## src/rtl/ndata_serializer_pkg.sv

```systemverilog
// Shared definitions for the N-wide <-> narrow width converters.
// Holds the beat-holder state type, the index-width helper and the
// one-hot / lowest-set-bit functions reused by other width converters.
// Vectors up to MAX_VEC_W bits wide are supported by the helper functions.
package ndata_serializer_pkg;

    localparam int MAX_VEC_W = 64;

    // Beat holder: EMPTY waits for a beat, DRAIN is emitting its elements.
    typedef enum logic {
        ST_EMPTY = 1'b0,
        ST_DRAIN = 1'b1
    } beat_state_e;

    // Width of an element index; never below one bit so N==1 stays legal.
    function automatic int idx_w(input int n);
        if (n > 1) begin
            return $clog2(n);
        end else begin
            return 1;
        end
    endfunction

    // Isolates the lowest set bit of v (all zero when v is zero).
    function automatic logic [MAX_VEC_W-1:0] lsb_onehot(input logic [MAX_VEC_W-1:0] v);
        return v & (~v + MAX_VEC_W'(1));
    endfunction

    // True when exactly one bit of v is set.
    function automatic logic is_single_bit(input logic [MAX_VEC_W-1:0] v);
        return (v != {MAX_VEC_W{1'b0}}) &&
               ((v & (v - MAX_VEC_W'(1))) == {MAX_VEC_W{1'b0}});
    endfunction

endpackage

```

## src/rtl/ndata_serializer_priority_encoder.sv

```systemverilog
// Lowest-set-bit priority encoder: turns the remaining-element mask into a
// one-hot select, its binary index and an any-set flag.
// WIDTH must not exceed ndata_serializer_pkg::MAX_VEC_W.
module priority_encoder
    import ndata_serializer_pkg::*;
#(
    parameter int WIDTH = 8,
    parameter int IDX_W = idx_w(WIDTH)
) (
    input  logic [WIDTH-1:0] req,
    output logic [WIDTH-1:0] onehot,
    output logic [IDX_W-1:0] idx,
    output logic             any
);

    // Pick the lowest requesting bit and encode its position.
    always_comb begin
        onehot = WIDTH'(lsb_onehot(MAX_VEC_W'(req)));
        idx    = {IDX_W{1'b0}};
        for (int i = 0; i < WIDTH; i++) begin
            if (onehot[i]) begin
                idx = idx | IDX_W'(i);
            end else begin
                idx = idx;
            end
        end
        any = (req != {WIDTH{1'b0}});
    end

endmodule

```

## src/rtl/ndata_serializer.sv

```systemverilog
// Narrowing width converter: holds one N-element beat and emits its elements
// one per cycle, lowest index first, preserving packet framing on last.
// Optional feature macro: NDATA_SERIALIZER_SKIP_EN -- when defined, elements
// with keep=0 are skipped and an all-empty last beat becomes one keep=0 marker;
// when undefined, all N elements are emitted with their keep bits forwarded.
module ndata_serializer
    import ndata_serializer_pkg::*;
#(
    parameter int DATA_W       = 8,
    parameter int NUM_ELEMENTS = 8
) (
    input  logic                           clk,
    input  logic                           rst,
    input  logic [NUM_ELEMENTS*DATA_W-1:0] in_data,
    input  logic [NUM_ELEMENTS-1:0]        in_keep,
    input  logic                           in_last,
    input  logic                           in_valid,
    output logic                           in_ready,
    output logic [DATA_W-1:0]              out_data,
    output logic                           out_keep,
    output logic                           out_last,
    output logic                           out_valid,
    input  logic                           out_ready
);

    localparam int N     = NUM_ELEMENTS;
    localparam int IDX_W = idx_w(N);

    beat_state_e             state_q, state_d;
    logic [N*DATA_W-1:0]     data_q, data_d;
    logic                    last_q, last_d;
    logic [N-1:0]            rem_q, rem_d;
`ifdef NDATA_SERIALIZER_SKIP_EN
    logic                    marker_q, marker_d;
    logic                    load_marker_s;
`else
    logic [N-1:0]            keep_q, keep_d;
`endif

    logic [N-1:0]            rem_onehot_s;
    logic [IDX_W-1:0]        idx_s;
    logic                    rem_any_s;
    logic                    beat_vld_s;
    logic                    rem_single_s;
    logic                    out_fire_s;
    logic                    in_fire_s;
    logic [N-1:0]            load_rem_s;

    priority_encoder #(
        .WIDTH (N),
        .IDX_W (IDX_W)
    ) u_penc (
        .req    (rem_q),
        .onehot (rem_onehot_s),
        .idx    (idx_s),
        .any    (rem_any_s)
    );

    // Output element selection and both handshakes.
    always_comb begin
        beat_vld_s   = (state_q == ST_DRAIN);
        rem_single_s = is_single_bit(MAX_VEC_W'(rem_q));
        out_valid    = beat_vld_s && rem_any_s;
        out_data     = data_q[idx_s*DATA_W +: DATA_W];
        // The lowest remaining element is also the highest only when it is the last one left.
        out_last     = out_valid && last_q && rem_single_s;
`ifdef NDATA_SERIALIZER_SKIP_EN
        out_keep     = out_valid && !marker_q;
`else
        out_keep     = out_valid && keep_q[idx_s];
`endif
        out_fire_s   = out_valid && out_ready;
        // Taking the final element frees the register in the same edge: no bubble.
        in_ready     = !beat_vld_s || (out_fire_s && rem_single_s);
        in_fire_s    = in_valid && in_ready;
    end

    // Remaining-element mask to load for the incoming beat.
    always_comb begin
`ifdef NDATA_SERIALIZER_SKIP_EN
        load_marker_s = 1'b0;
        if (in_keep != {N{1'b0}}) begin
            load_rem_s = in_keep;
        end else if (in_last) begin
            // Empty last beat still closes the packet: emit element 0 flagged keep=0.
            load_rem_s    = N'(1'b1);
            load_marker_s = 1'b1;
        end else begin
            load_rem_s = {N{1'b0}};
        end
`else
        load_rem_s = {N{1'b1}};
`endif
    end

    // Beat holder next state: load on accept, retire one element per output transfer.
    always_comb begin
        state_d  = state_q;
        data_d   = data_q;
        last_d   = last_q;
        rem_d    = rem_q;
`ifdef NDATA_SERIALIZER_SKIP_EN
        marker_d = marker_q;
`else
        keep_d   = keep_q;
`endif
        case (state_q)
            ST_EMPTY, ST_DRAIN: begin
                if (in_fire_s) begin
                    data_d   = in_data;
                    last_d   = in_last;
                    rem_d    = load_rem_s;
`ifdef NDATA_SERIALIZER_SKIP_EN
                    marker_d = load_marker_s;
`else
                    keep_d   = in_keep;
`endif
                    // A beat with nothing to emit is dropped without occupying the register.
                    if (load_rem_s != {N{1'b0}}) begin
                        state_d = ST_DRAIN;
                    end else begin
                        state_d = ST_EMPTY;
                    end
                end else if (out_fire_s) begin
                    rem_d = rem_q & ~rem_onehot_s;
                    if ((rem_q & ~rem_onehot_s) == {N{1'b0}}) begin
                        state_d = ST_EMPTY;
                    end else begin
                        state_d = ST_DRAIN;
                    end
                end else begin
                    state_d = state_q;
                end
            end
            default: begin
                state_d = ST_EMPTY;
                rem_d   = {N{1'b0}};
            end
        endcase
    end

    // Beat register, mask and holder state; reset discards any partial beat.
    always_ff @(posedge clk or posedge rst) begin
        if (rst) begin
            state_q  <= ST_EMPTY;
            data_q   <= {(N*DATA_W){1'b0}};
            last_q   <= 1'b0;
            rem_q    <= {N{1'b0}};
`ifdef NDATA_SERIALIZER_SKIP_EN
            marker_q <= 1'b0;
`else
            keep_q   <= {N{1'b0}};
`endif
        end else begin
            state_q  <= state_d;
            data_q   <= data_d;
            last_q   <= last_d;
            rem_q    <= rem_d;
`ifdef NDATA_SERIALIZER_SKIP_EN
            marker_q <= marker_d;
`else
            keep_q   <= keep_d;
`endif
        end
    end

endmodule

```

## config.mk

```make
export PLATFORM = sky130hd
export DESIGN_NAME = ndata_serializer
export DESIGN_NICKNAME = d
export VERILOG_FILES = /design/src/rtl/ndata_serializer_pkg.sv /design/src/rtl/ndata_serializer_priority_encoder.sv /design/src/rtl/ndata_serializer.sv
export SDC_FILE = /design/constraint.sdc
export NUM_CORES = 1
export LEC_CHECK = 0
export BUFFER_PORTS_ARGS = -buffer_cell sky130_fd_sc_hd__buf_2
export CORE_UTILIZATION = 45
export CTS_CLUSTER_SIZE = 12
export DETAILED_ROUTE_END_ITERATION = 16
export PLACE_DENSITY = 0.7
export SLEW_MARGIN = 20
export SYNTH_ARGS = -nofsm -noshare
export SYNTH_HDL_FRONTEND = slang
export SYNTH_SLANG_ARGS = --single-unit
```

## constraint.sdc

```tcl
create_clock -name clk -period 2.42 [get_ports clk]
set_input_delay 0.121 -clock clk [delete_from_list [all_inputs] [get_ports clk]]
set_output_delay 0.121 -clock clk [all_outputs]
set_load 0.01 [all_outputs]
```

Word-level counts from Yosys, hierarchy flattened

Cells that the tools add are included.

Bits in registers: 82
Input port bits: 77
Output and inout bits: 12
Logic and storage cells: 42

Add/subtract/negate cells: 2
Order comparisons: 1
Shift-type cells: 1
Muxes and demuxes: 14
Bitwise operators: 5
Reduce and logical (&&, ||, !) cells: 14

Operator list:

| cell                | count |
|---|---|
| $and 8x64->64       | 1 |
| $logic_not 64->1    | 1 |
| $shiftx 64x7->8     | 1 |
| $and 8x8->8         | 2 |
| $mux 8              | 2 |
| $not 8->8           | 2 |
| $mux 3              | 4 |
| $sub 8x1->9 const B | 1 |
| $add 8x1->8 const B | 1 |
| $logic_and 1x1->1   | 8 |
| $logic_not 8->1     | 1 |
| $reduce_bool 8->1   | 1 |
| $mux 1              | 5 |
| $lt 3x4->1 const B  | 1 |
| $mux 2              | 2 |
| $bmux 1 s3          | 1 |
| $reduce_bool 2->1   | 1 |
| $logic_not 1->1     | 1 |
| $logic_or 1x1->1    | 1 |

Logic depth before layout (Yosys ltp)

Gate-level depths: netlist of the first run.

Depth in word-level cells: 13
Mapped depth: 8
Mapped depth without buffers: 5

Modules after synthesis

A second synthesis of the first run with hierarchy kept.

Cell total of the unflattened synthesis: 809
Area total of the unflattened synthesis: 6608.8 sq um

By module, submodules not included:

| module           | instances | cells each | area each (sq um) | sequential area each (sq um) |
|---|---|---|---|---|
| ndata_serializer | 1         | 785        | 6462.4            | 2052.0 |
| priority_encoder | 1         | 24         | 146.4             | 0.0 |

Least setup slack after synthesis of the first run

No wires, ideal clock.

Path type: reg-to-output
From: register rem_q[6]
To: output out_data[0]
Arrival time: 2.190 ns
Required time: 2.299 ns
Path slack: 0.109 ns
Cell stages (with the launch flop): 8
Buffers on the path: 2
Cells stage by stage: dfrtp_1 or2_2 clkbuf_1 a211o_1 buf_2 nand2_1 a211oi_1 a2111oi_1

Cells in the longest elaborated chain, start to end: 6

Ends and longest elaborated chain:

| element                  | RTL line                                | source |
|---|---|---|
| start: declaration       | ndata_serializer.sv:32                  | `logic [N-1:0] rem_q, rem_d;` |
| start signal: assignment | ndata_serializer.sv:148                 | `rem_q <= {N{1'b0}};` |
| start signal: assignment | ndata_serializer.sv:158                 | `rem_q <= rem_d;` |
| $not 8->8                | ndata_serializer_pkg.sv:26              | `return v & (~v + MAX_VEC_W'(1));` |
| $add 8x1->8              | ndata_serializer_pkg.sv:26              |  |
| $and 8x8->8 *            | ndata_serializer_pkg.sv:26              |  |
| $mux 3                   | ndata_serializer_priority_encoder.sv:21 | `if (onehot[i]) begin` |
| $mux 3 *                 | ndata_serializer_priority_encoder.sv:21 |  |
| $shiftx 64x7->8 *        | ndata_serializer.sv:64                  | `out_data = data_q[idx_s*DATA_W +: DATA_W];` |
| end: declaration         | ndata_serializer.sv:19                  | `output logic [DATA_W-1:0] out_data,` |

Every way passes the cells marked *; elsewhere a longest branch is shown, timed or not.

Worst setup path in the final report of the first run

From: register rem_q[3]
To: output out_data[1]

Cells in the longest elaborated chain, start to end: 9

Ends and longest elaborated chain:

| element             | RTL line |
|---|---|
| $not 8->8           | ndata_serializer_pkg.sv:26 |
| $add 8x1->8         | ndata_serializer_pkg.sv:26 |
| $and 8x8->8 *       | ndata_serializer_pkg.sv:26 |
| $mux 2              | ndata_serializer_priority_encoder.sv:21 |
| $mux 3 (3 in a row) | ndata_serializer_priority_encoder.sv:21 |
| $mux 3 *            | ndata_serializer_priority_encoder.sv:21 |
| $shiftx 64x7->8 *   | ndata_serializer.sv:64 |

Marks and branches as above.

==> results of run 1 <==
==> cells by family (layout without fill, tap and decap cells) <==
| kind of cell | after synthesis | in the layout | synth area share (%) |
|---|---|---|---|
| AO/OA/AOI/OAI | 63 | 63 | 11.7 |
| AND/OR/NAND/NOR | 61 | 61 | 7.87 |
| flip-flops | 82 | 82 | 48.0 |
| multiplexers | 85 | 85 | 27.3 |
| buffers and inverters | 24 | 199 | 5.12 |
==> path summary, 6_finish.rpt <==
| kind | start | endpoint | slack, ns | cells after the start |
|---|---|---|---|---|
| setup / recovery | rem_q[3] | out_data[1] | -0.06 | 9 |
| hold / removal | in_valid | beat_vld_s | 0.004 | 2 |
| setup reg to reg | rem_q[3] | data_q[51] | -0.05 | 8 |
| hold reg to reg | data_q[20] | data_q[20] | 0.51 | 1 |
| max in group asynchronous | rst | rem_q[0] | 1.36 | 4 |
| min in group asynchronous | rst | data_q[2] | 0.37 | 3 |
==> cell usage after synthesis, types with 2 or more instances <==
cell       number  area (um2)
o31ai_1         4        30.0
o22ai_1         3        18.8
mux2_2         17         191
buf_12          6         120
or2_2           4        25.0
mux2i_1         9        90.1
o21a_1          2        15.0
buf_2           4        20.0
a2111oi_1       7        70.1
a211o_1         4        35.0
and3_1          8        50.1
nand2b_1        3        18.8
nor4_1          2        12.5
o21bai_1        2        15.0
nand2_1         8        30.0
buf_4           2        15.0
mux2_4         59         886
a21o_1          2        15.0
a211oi_1       25         188
o21ai_1         2        10.0
nand3_1         6        30.0
inv_1           4        15.0
clkbuf_1        5        18.8
nor2b_1         8        50.1
o21ai_0         4        20.0
nor2_1         10        37.5
a21oi_1         3        15.0
dfrtp_1        82        2050
and2_0          7        43.8
==> metal layers <==
metal	GRT usage [%]	vias up	routed length (um)
met3	3.44	22	533
li1	-	1504	-
met2	36.5	109	5440
met1	31.7	1662	5150
met4	8.94	0	297
met5	0	-	0
==> where the power goes <==
group / internal (mW) / switching [mW] / total [mW]
sequential: 2.08 / 0.522 / 2.60
combinational: 3.35 / 2.51 / 5.87
clock: 0.574 / 0.487 / 1.06
==> what timing repair did <==
| item | in CTS | in global routing |
|---|---|---|
| gates resized for setup | 53 | 16 |
| endpoints found under the hold margin | 62 | 0 |
| buffers inserted | 12 | 14 |
| endpoints found under the setup margin | 15 | 69 |
| hold buffers | 29 | 0 |
| gates cloned | 1 | 3 |
| pin swaps | 18 | 5 |
==> layout make-up <==
class                      count  area share (%)
tap                          129            2.63
clock inverter                 5            1.30
inverter                       4           0.265
sequential                    82            33.5
clock buffer                  10            2.08
timing repair buffer         180            22.8
multi-input combinational    209            37.4
==> state kept, by name (all words and copies together) (netlist names) <==
name / cells
last_q: 1
keep_q: 8
beat_vld_s: 1
data_q: 64
rem_q: 8
==> metrics, run 1 <==
outcome=finished with violations; failing checks=negative setup slack; FILL cells=667; fin cells=roughly 620; CP Class=reg -> out; CP top delay family=buffers and inverters; CTS root buffer=clkbuf_8; largest net degree at the start of global routing=~50; Min-Delay Path Class=in -> reg; cell area after layout=0.00614 mm2; Slew HR=roughly 58%; Mapped Cells=roughly 320; Seq cells post-synth=slightly above 80; first-pass GRT wire length=roughly 17000 um; final WL=between 10000 and 15000 um; clock sink count=about 80; Bufs and invs on worst path=4; worst slack, placed=-0.0110 ns; Syn Std Cell Area=0.00427 mm2; clk_lat worst skew=between 0.3 and 0.4 ns; Final ANT Viol Nets=0; setup TNS=-0.609 ns; Max VDD drop=about 550 uV; Slew Viols, Final=0; clock transition at the registers of the reported paths=0.08 ns; Rows=35; Die H=99.5 um; RSZ-0062 raised after global routing=yes; WL/cell=18.5 um; Synth Flop Type=dfrtp_1; leak pwr=2.81 nW; Tmin final=roughly 2.5 ns; core area=0.00924 mm2; required time at the worst-slack endpoint=2.30 ns; maximum clock frequency=around 400 MHz; crit path max-delay cell type=or3_4; # DRC=0; vias post-DR=3297; Syn. warnings=0; gr ovfl total=0; initial DRC count=~130; CTS Buf Count=9; die area=just under 0.01 mm2; routability cong.=0.900; # setup viols final=14; GRT Util Overall=22.9%; CP max stage delay=0.47 ns; worst hold margin=~0.004 ns; layout cells sized above 1=about three fifths; Ant. Diodes=0; Die X=just under 100 um; synth unique cells=42; multi-input logic area=0.00230 mm2; via/cell ratio=approximately 5.3; Power, Total=around 9.5 mW; crit path DAT=between 2 and 2.5 ns; Layout Utilization=66.5%; asr flop ratio synth=100%; Tightest Pin Transition=approximately 0.63 ns; Buffers on Ports=88; Post-Route Skew=0.00945 ns; Layout area overhead=43.8%; critical-path cell list=buf_4 -> nor2_4 -> a221oi_4 -> buf_4 -> or3_4 -> a211oi_4 -> a2111oi_2 -> buf_4 -> buf_6; CP most frequent cell=buf_4; FF/Latch Area=between 0.002 and 0.0025 mm2; Clock Path Buffers=2; number of global-route vias before repair=3368; most common cell after layout, fill and taps aside=buf_2; Post-Syn Nets=392; Tcrit/Tclk final=102%; CTS H-tree depth=3; final setup margin=-0.0560 ns; sequential area share after synthesis=48.0%; Final #Nets=approximately 560; PD cells=~1600 mW/mm2; crit path max fanout=8; I/O pin cnt=89; number of max-cap violations=0; starting density of the core=a little under half; Crit. End Element=output port; synthesized area per cell=between 10 and 15 um2; Final Hold Fails=0; placed instance area=a little over 0.005 mm2; DP Wirelength=7610 um; startpoint types=flip-flop; number of synthesized flops with an enable pin=0; placed cell count=between 500 and 600; DR pass1 iterations=4; CTS tree=built; commonest cells after routing, fill and taps aside=87 x buf_2, 77 x dfrtp_1, 60 x mux2_4; initial antenna violation count=0
Power figures use the tool's default switching activity.
==> run 2: changes to the inputs <==
Settings changed: BUFFER_PORTS_ARGS -buffer_cell sky130_fd_sc_hd__buf_2 to not set, DONT_BUFFER_PORTS set to 1, PLACE_DENSITY 0.7 to 0.65.
==> metrics, run 2 (synthesis results as in run 1) <==
placed cell count=460; largest net degree at the start of global routing=43; starting density of the core=between 40% and 50%; Biggest register=data_q; Crit. End Element=flip-flop; FF-to-FF End=data_q[38]; origin of the critical flop-to-flop path=rem_q[5]; Power, Total=between 9 and 10 mW; clk_lat worst skew=~0.35 ns; RSZ-0062 raised after global routing=yes; most common cell after layout, fill and taps aside=dfrtp_1; Layout Utilization=between 60 and 70%; # DRC=0; CP Class=reg -> reg; final WL=11300 um; initial DRC count=around 140; Slew Viols, Final=0; max reg flops=64; gr ovfl total=0; PD cells=between 1500 and 2000 mW/mm2; CP max stage delay=approximately 0.43 ns; via/cell ratio=approximately 5.4; fin cells=approximately 570; die area=a little under 0.01 mm2; Hold Path Stages=3; critical-path cell list=buf_4 -> or4_4 -> o32ai_2 -> o22ai_2 -> o21ai_4 -> buf_12 -> buf_4 -> buf_8 -> mux2_2; CTS root buffer=clkbuf_8; Final ANT Viol Nets=0; clock sink count=a little over 80; DR pass1 iterations=4; Min-Delay Path Class=in -> reg; vias post-DR=3087; # setup viols final=8; Die X=a little under 100 um; FILL cells=635; first-pass GRT wire length=17500 um; Critical Path Stages=9; Final Hold Fails=0; CP most frequent cell=buf_4; Die H=approximately 100 um; I/O pin cnt=89; number of max-cap violations=0; CTS H-tree depth=3; CTS Buf Count=9; commonest cells after routing, fill and taps aside=78 x dfrtp_1, 75 x dlygate4sd3_1, 60 x mux2_4; Buffers on Ports=0; Slew HR=between 50 and 60%; Clock Path Buffers=2; number of global-route vias before repair=about 3300; Tcrit/Tclk final=102%; Post-Route Skew=~0.0085 ns; WL/cell=a little under 20 um; Rows=35; outcome=finished with violations; layout cells sized above 1=roughly 48%; CP top delay family=compound AO/OA/AOI/OAI gates; crit path max-delay cell type=or4_4; r2r setup slk=-0.04 ns; Final #Nets=515; required time at the worst-slack endpoint=2.66 ns; hold_sp=out_ready; maximum clock frequency=just over 400 MHz; reg2reg path depth=9; failing checks=negative setup slack; routability cong.=between 0.8 and 0.9; core area=0.00924 mm2; Tmin final=between 2 and 2.5 ns; WHS Endpoint=rem_q[6]; clock transition at the registers of the reported paths=0.08 ns; biggest regs=data_q (64), keep_q (8), rem_q (8); CTS tree=built; Tightest Pin Transition=0.744 ns; startpoint types=flip-flop; crit path max fanout=8; setup TNS=-0.239 ns; cell area after layout=around 0.0062 mm2; DP Wirelength=6920 um; placed instance area=0.00454 mm2; initial antenna violation count=0; Bufs and invs on worst path=4; Max VDD drop=816 uV; crit path DAT=2.70 ns; Layout area overhead=46.2%; final setup margin=-0.0417 ns; leak pwr=between 2 and 3 nW; GRT Util Overall=approximately 23%; Ant. Diodes=0
-- run 2: cell count changes in the layout (fill, tap and decap cells not counted), sizes merged --
| cell | before | now |
|---|---|---|
| clkbuf | 13 | 14 |
| clkinvlp | 2 | 0 |
| clkinv | 2 | 4 |
| dlygate4sd3 | 29 | 75 |
| buf | 148 | 53 |
-- run 2: final cells by class --
| cell class | instances | area (um2) | share of cell area [%] |
|---|---|---|---|
| Clock buffer | 10 | 138 | 2.20 |
| Clock inverter | 5 | 78.8 | 1.26 |
| Inverter | 4 | 16.3 | 0.260 |
| Multi-Input combinational cell | 209 | 2400 | 38.4 |
| Sequential cell | 82 | 2060 | 32.9 |
| Tap cell | 129 | 161 | 2.58 |
| Timing Repair Buffer | 132 | 1400 | 22.3 |
-- run 2: timing repair --
item / 4_1_cts / 5_1_grt
pin swaps: 12 / 13
hold endpoints to repair: 116 / 0
resized for setup: 45 / 56
setup buffers: 8 / 8
cloned: 1 / 4
endpoints found under the setup margin: 10 / 83
hold buffers: 75 / 0
-- run 2: per-stage QoR --
step                setup slack [ns]  hold slack [ns]
finish                       -0.0417           0.0356
global route                  -0.144           0.0515
CTS                          -0.0137           0.0214
detailed placement            0.0376            0.154
global placement              0.0701            0.144
floorplan                      0.109            0.213
-- run 2: layer usage --
| layer | track usage (%) | routed length [um] |
|---|---|---|
| met3 | 5.83 | 642 |
| met5 | 0 | 0 |
| met2 | 36.8 | 5560 |
| met1 | 29.9 | 4810 |
| met4 | 10.7 | 306 |
-- run 2: where the power goes --
group	internal [mW]	leakage (nW)	switching (mW)
clock network	0.602	0.112	0.510
registers	2.08	0.975	0.526
logic	3.56	1.57	2.64
-- run 2: worst min-delay path, delay by kind of cell --
| family | cells | cell delay, ns |
|---|---|---|
| buf+inv | 1 | 0.05 |
| compound gates | 2 | 0.18 |
-- run 2: how the worst max path moves through the flow --
stage	end	from	slack [ns]
2_1_floorplan	out_data[0]	rem_q[6]	0.11
3_3_place_gp	data_q[19]	rem_q[2]	0.07
3_5_place_dp	out_data[0]	rem_q[2]	0.04
4_1_cts	out_data[4]	rem_q[2]	-0.01
5_1_grt	data_q[38]	rem_q[5]	-0.14
6_report	data_q[38]	rem_q[5]	-0.04
